<file path="config.mk">
export PLATFORM = sky130hd
export DESIGN_NAME = mul_controller
export DESIGN_NICKNAME = d
export VERILOG_FILES = /design/src/rtl/mul_controller.sv
export SDC_FILE = /design/constraint.sdc
export NUM_CORES = 1
export LEC_CHECK = 0
export CORE_AREA = 2 2 55 57
export DETAILED_ROUTE_END_ITERATION = 7
export DIE_AREA = 0 0 57 59
export DONT_BUFFER_PORTS = 1
export PLACE_DENSITY_LB_ADDON = 0.08
export RECOVER_POWER = 25
export SYNTH_ARGS = -nofsm -noshare
export SYNTH_HDL_FRONTEND = slang
export SYNTH_SLANG_ARGS = --single-unit
export TNS_END_PERCENT = 5
</file>
<file path="constraint.sdc">
create_clock -name clk -period 2.8 [get_ports clk]
set_input_delay 0.42 -clock clk [delete_from_list [all_inputs] [get_ports clk]]
set_output_delay 0.42 -clock clk [all_outputs]
set_load 0.02 [all_outputs]
</file>
<file path="src/rtl/mul_controller.sv">
// Sequencing controller for the repeated-addition multiplier datapath.
// Loads A then B from the shared bus, accumulates P+A until B reaches zero, counts iterations.
`timescale 1ns/1ps

module mul_controller #(
    parameter int unsigned CNT_W = 16
) (
    input  logic             clk,
    input  logic             rst,
    input  logic             start,
    input  logic             abort,
    input  logic             eqz,
    output logic             LdA,
    output logic             LdB,
    output logic             LdP,
    output logic             clrP,
    output logic             decB,
    output logic             op_sel,
    output logic             busy,
    output logic             done,
    output logic             aborted,
    output logic [CNT_W-1:0] iter_cnt
);

    localparam logic [CNT_W-1:0] ITER_MAX = '1;

    typedef enum logic [2:0] {
        IDLE,
        LOAD_A,
        LOAD_B,
        ADD,
        DONE
    } state_t;

    state_t state;
    state_t nextState;
    logic   abortTake;

    assign abortTake = abort && (state != IDLE);

    // State register, abort pulse and iteration counter
    always_ff @(posedge clk) begin
        if (rst) begin
            state    <= IDLE;
            aborted  <= 1'b0;
            iter_cnt <= '0;
        end else begin
            state   <= nextState;
            aborted <= abortTake;
            if (LdB) begin
                iter_cnt <= '0;
            end else if (LdP && (iter_cnt != ITER_MAX)) begin
                iter_cnt <= iter_cnt + CNT_W'(1);
            end
        end
    end

    // Next-state and strobe decode; strobes are already gated by abort, so the
    // counter can key off LdB/LdP directly and holds its value on abort.
    always_comb begin
        nextState = state;
        LdA       = 1'b0;
        LdB       = 1'b0;
        LdP       = 1'b0;
        clrP      = 1'b0;
        decB      = 1'b0;
        op_sel    = 1'b0;
        done      = 1'b0;
        busy      = (state != IDLE);

        case (state)
            IDLE: begin
                if (start) begin
                    nextState = LOAD_A;
                end
            end
            LOAD_A: begin
                LdA       = 1'b1;
                nextState = LOAD_B;
            end
            LOAD_B: begin
                LdB       = 1'b1;
                clrP      = 1'b1;
                op_sel    = 1'b1;
                nextState = ADD;
            end
            ADD: begin
                if (!eqz) begin
                    LdP  = 1'b1;
                    decB = 1'b1;
                end else begin
                    nextState = DONE;
                end
            end
            DONE: begin
                done      = 1'b1;
                nextState = IDLE;
            end
            default: begin
                nextState = IDLE;
            end
        endcase

        if (abortTake) begin
            nextState = IDLE;
            LdA       = 1'b0;
            LdB       = 1'b0;
            LdP       = 1'b0;
            clrP      = 1'b0;
            decB      = 1'b0;
            done      = 1'b0;
        end
    end

endmodule

</file>
== After elaboration in Yosys (flattened, before gate mapping) ==
Index checks and enable logic that the tools add are counted.
W data, S select, Z words.
Cells by class
  $add $sub $neg: 1
  equality and inequality tests: 7
  mux-type cells: 12
  reductions and logical operators: 7
Operator list (number)
  $add A16 B1 Y16 const B: 1
  $ne A16 B16 Y1 const B: 1
  $pmux W3 S4: 1
  $mux W1: 9
  $eq A3 B2 Y1 const B: 2
  $mux W3: 2
  $ne A2 B2 Y1 const B: 2
  $reduce_or A2 Y1: 2
  $eq A3 B1 Y1 const B: 1
  $eq A3 B3 Y1 const B: 1
  $logic_not A3 Y1: 1
  $reduce_bool A3 Y1: 1
  $logic_and A1 B1 Y1: 2
  $reduce_and A2 Y1: 1
Storage, ports and cells
  bits in registers: 20
  input bits: 5
  output and inout bits: 25
  logic and storage cells: 30

== Longest topological paths before layout ==
  word-level depth: 4
  mapped depth: 7
  gate-level depth less buffers: 5

== Worst setup path before layout ==
No wires, ideal clock.
  path type: register to output
  start: register state[0]
  end: output port clrP
  data arrival time: 1.879 ns
  slack: 0.501 ns
  cell stages (with the launch flop): 4
  path through: dfxtp_1 buf_2 nor4b_1 buf_4
Between the ends
  longest elaborated chain between the ends: 3
Ends and longest elaborated chain
  start, declared: RTL line 35  | state_t state;
  start signal, assigned: RTL line 48  | state <= nextState;
  $eq A3 B2 Y1 / $reduce_bool A3 Y1 (equally long branches)
  $mux W1 / $logic_and A1 B1 Y1 (equally long branches)
  $mux W1 (*)
  end, declared: RTL line 16  | output logic clrP,
Mark *: on every way between the ends. The rest lies on a longest branch, timed or not.

== Worst setup path in the final report ==
  start: register iter_cnt[3]
  end: register iter_cnt[13]
Between the ends
  longest elaborated chain between the ends: 2
Ends and longest elaborated chain
  start, declared: RTL line 22  | output logic [CNT_W-1:0] iter_cnt
  start signal, assigned: RTL line 53  | iter_cnt <= iter_cnt + CNT_W'(1);
  branches (longest 2 deep; another with $add A16 B1 Y16)
Several ways; the timed one is not identified.
A chain may end at the register's enable or synchronous reset.

==> Implementation_results.wiki <==
{| class="wikitable"
! Metric !! Value
|-
| Outcome || finished clean
|-
| Horiz. Die Dim || 57 um
|-
| Total grt overflow || 0
|-
| H-tree lvl count || 1
|-
| Data arrival, critical path || 2.51 ns
|-
| Post-CTS Hold Fix Bufs || 0
|-
| Setup WS post-layout || 0.526 ns
|-
| Via count of the first global-routing pass || between 900 and 1,000
|-
| Most used standard cell by instance count after synthesis || sky130_fd_sc_hd__dfxtp_1
|-
| Critical path endpoint category || register
|-
| Sink Count || 20
|-
| Setup total negative slack || 0 ns
|-
| Wire length of the first global-routing pass || 4310 um
|-
| Detailed-route via count || 1,003
|-
| Ports || 30
|-
| Number of pins exceeding their max-slew limit in the final report || 0
|-
| Drt via density || about 6.2
|-
| Synthesized-area fraction occupied by xor and xnor cells || 0%
|-
| Post-synthesis area per instance || 8.38 um2
|-
| Flops & latches, synth || 20
|-
| Synth warn || 0
|-
| Largest family of logic cells by synthesized area || simple AND/OR/NAND/NOR gates
|-
| Library cell occupying the most area in the post-synthesis netlist || sky130_fd_sc_hd__dfxtp_1
|-
| Critical Path Slowest Stage Cell || sky130_fd_sc_hd__or4_1
|-
| Number of cell rows || 19
|-
| Post-Synthesis Net Count || 133
|-
| Diodes inserted || 0
|-
| Largest stage delay on the critical path || 0.70 ns
|-
| Detailed Routing Iterations Pass 1 || 4
|-
| Clock buffer depth || 2
|-
| Drt drc || 0
|-
| Initial core utilization || 39.3%
|-
| Wire length per cell || 16.1 um
|-
| Vertical extent of the die || 59 um
|-
| Share of cells above drive strength 1 || about 14%
|-
| Area of the die || 3360 um2
|-
| Net total in the final layout || 137
|-
| Transition time at the pin with the least slew margin || 0.762 ns
|-
| Maximum number of pins on one net before global-route repair || 15
|-
| Largest voltage drop on the vdd net || 0.239 mV
|-
| Post-synthesis cell count || 127
|-
| Final setup viols || 0
|-
| Simple-gate share of the synthesized area || 38.1%
|-
| Number of enable flip-flop cells after synthesis || 0
|-
| Startpoint type of the worst setup path || register
|-
| Pre-CTS WS || approximately 0.57 ns
|-
| Count of max-cap constraint violations || 0
|-
| Post-synthesis to final-layout area growth || 8.46%
|-
| Number of CTS-inserted buffers || 3
|-
| Clock slew seen by the registers of the worst setup and hold paths || 0.12 ns
|-
| Dominant cells by area after synthesis || sky130_fd_sc_hd__dfxtp_1 (38%), sky130_fd_sc_hd__a21oi_1 (5.6%), sky130_fd_sc_hd__or4_1 (5.6%), sky130_fd_sc_hd__o31ai_1 (4.9%), sky130_fd_sc_hd__nand2_1 (4.2%)
|-
| Clock tree from TritonCTS || done
|-
| Number of buffers inserted by post-CTS setup repair || 0
|-
| Minimum clock period || 2.27 ns
|-
| Final weighted congestion in routability-driven placement || 0.794
|-
| Required time of the critical path || 3.04 ns
|-
| Critical path cell sequence || nand4_1 -> or4_1 -> or4_1 -> a21oi_1
|-
| PwrDens || ~460 nW/um2
|-
| Seq/Total Area, Yosys || 37.6%
|-
| Critical path start-end classification || reg2reg
|-
| Final hold slack || between 0.15 and 0.2 ns
|-
| Worst hold path type || in2reg
|-
| Leakage power || 0.000347 uW
|-
| Post-cts sizing count || 0
|-
| First-iteration detailed-routing DRC count || 47
|-
| Core area || 2710 um2
|-
| Maximum clock frequency || 440 MHz
|-
| Critical Path Most Common Cell || sky130_fd_sc_hd__or4_1
|-
| Main flop type after synthesis || sky130_fd_sc_hd__dfxtp_1
|-
| Async set-or-reset flop fraction in the synthesized netlist || 0%
|-
| Fraction of synthesized area in multiplexers || 3.76%
|-
| Worst relative slew slack || 48.8%
|-
| Overall fraction of global-route tracks in use || between 15 and 20%
|-
| Mapped cell area || 1060 um2
|-
| Half-perimeter wire length of the detailed placement result || 1880 um
|-
| Antenna viol nets, final || 0
|-
| Fin crit share || about four fifths
|-
| RSZ-0062 raised after global routing || no
|-
| Count of input and output buffers || 0
|-
| Top fanout value on the critical path || 9
|-
| Final number of hold-violating endpoints || 0
|-
| Count of unique library cells instantiated by Yosys || 32
|-
| Top cell types by occurrence after synthesis || sky130_fd_sc_hd__dfxtp_1 (20), sky130_fd_sc_hd__a21oi_1 (12), sky130_fd_sc_hd__nand2_1 (12), sky130_fd_sc_hd__nand3_1 (8), sky130_fd_sc_hd__or4_1 (8)
|-
| Clock skew after layout || 0.00658 ns
|-
| Clock Latency Late Sink || ~0.30 ns
|-
| Post-synthesis compound-gate area fraction || 15.3%
|-
| Final Routed Wirelength || between 2000 and 3000 um
|-
| Root Driver || sky130_fd_sc_hd__clkbuf_4
|-
| Portion of synthesized cell area occupied by the leading cell type || 37.6%
|-
| Antenna violations before repair || 0
|-
| Post-synthesis share of cell area spent on full adders, half adders and majority gates || roughly 1.2%
|-
| Number of inserted filler cells in the final layout || 286
|}
## power by group
part	internal (uW)	switching, uW
Clock	79.3	93.4
Combinational	19.5	32.5
Sequential	290	12.4
## cells by family (layout without fill, tap and decap cells)
family,count (synthesis),after routing
flip-flops,20,20
adder cells (fa/ha/maj),1,1
AND/OR/NAND/NOR,67,67
buffers and inverters,9,12
multiplexers,4,4
AO/OA/AOI/OAI,26,26
## sequential cells by signal, indices dropped and copies added, names as in the netlist
signal    flops
iter_cnt     16
aborted       1
state         3
## metrics by stage
stage,cell area (um2),instances,util (%),power (uW)
after floorplan,1060,127,-,352
after global placement,1120,157,41.3,360
after detailed placement,1120,157,41.3,362
after CTS,1150,161,42.6,538
after global routing,1150,161,42.6,557
final,1150,161,42.6,527
## placed cells by master (no fill, tap or decap)
master / Yosys / layout
sky130_fd_sc_hd__dfxtp_1: 20 / 20
sky130_fd_sc_hd__a21oi_1: 12 / 12
sky130_fd_sc_hd__nand2_1: 12 / 12
sky130_fd_sc_hd__nand3_1: 8 / 8
sky130_fd_sc_hd__or4_1: 8 / 8
sky130_fd_sc_hd__o31ai_1: 7 / 7
sky130_fd_sc_hd__nor4_1: 6 / 6
sky130_fd_sc_hd__buf_4: 2 / 6
sky130_fd_sc_hd__or3_1: 5 / 5
sky130_fd_sc_hd__nor2_1: 5 / 5
sky130_fd_sc_hd__or2_2: 4 / 4
sky130_fd_sc_hd__nand4_1: 4 / 4
sky130_fd_sc_hd__mux2i_1: 4 / 4
sky130_fd_sc_hd__nor3b_1: 3 / 3
sky130_fd_sc_hd__clkbuf_4: 0 / 3
sky130_fd_sc_hd__nor4b_1: 3 / 2
sky130_fd_sc_hd__inv_1: 2 / 2
sky130_fd_sc_hd__o21ai_0: 2 / 2
sky130_fd_sc_hd__nor3_1: 2 / 2
sky130_fd_sc_hd__o21a_1: 2 / 2
sky130_fd_sc_hd__or3_2: 1 / 1
sky130_fd_sc_hd__nor4b_2: 0 / 1
sky130_fd_sc_hd__nand4bb_2: 1 / 1
sky130_fd_sc_hd__o211ai_1: 1 / 1
sky130_fd_sc_hd__a311oi_1: 1 / 1
sky130_fd_sc_hd__or2b_1: 1 / 1
sky130_fd_sc_hd__and4_1: 1 / 1
sky130_fd_sc_hd__o41ai_1: 1 / 1
sky130_fd_sc_hd__or3b_2: 1 / 1
sky130_fd_sc_hd__nand2b_1: 1 / 1
sky130_fd_sc_hd__and3b_1: 1 / 1
sky130_fd_sc_hd__ha_1: 1 / 1
sky130_fd_sc_hd__clkbuf_8: 0 / 1
## metal layers
| layer | routed length [um] | vias up | track usage [%] | part of all wire (%) |
|---|---|---|---|---|
| li1 | - | 498 | - | - |
| met1 | 1180 | 470 | 21.7 | 45 |
| met2 | 1180 | 31 | 25.3 | 46 |
| met3 | 204 | 4 | 5.46 | 7.9 |
| met4 | 29 | 0 | 5.98 | 1.1 |
| met5 | 0 | - | 0 | 0 |
## worst paths after layout
path / endpoint / start / cells past startpoint / slack [ns]
setup / recovery: iter_cnt[13]$_SDFFE_PP0P_ / iter_cnt[3]$_SDFFE_PP0P_ / 4 / 0.53
hold / removal: state[2]$_SDFFE_PP0P_ / rst / 1 / 0.17
setup reg to reg: iter_cnt[13]$_SDFFE_PP0P_ / iter_cnt[3]$_SDFFE_PP0P_ / 4 / 0.53
hold reg to reg: state[0]$_SDFFE_PP0P_ / state[0]$_SDFFE_PP0P_ / 1 / 0.59
## critical path, delay by kind of cell, from the launching register on
kind / cells / cell delay, ns
flops: 1 / 0.55
compound gates: 1 / 0.15
simple gates: 3 / 1.50
## final cells by class
cell class / instances / area (um2) / share of cell area (%)
multi-input cells: 98 / 627 / 54.3
flip-flops and latches: 20 / 400 / 34.7
repair buffers: 6 / 45.0 / 3.90
well taps: 31 / 38.8 / 3.36
clock buffers: 4 / 36.3 / 3.14
inverters: 2 / 7.51 / 0.650
(Power assumes the default switching activity.)
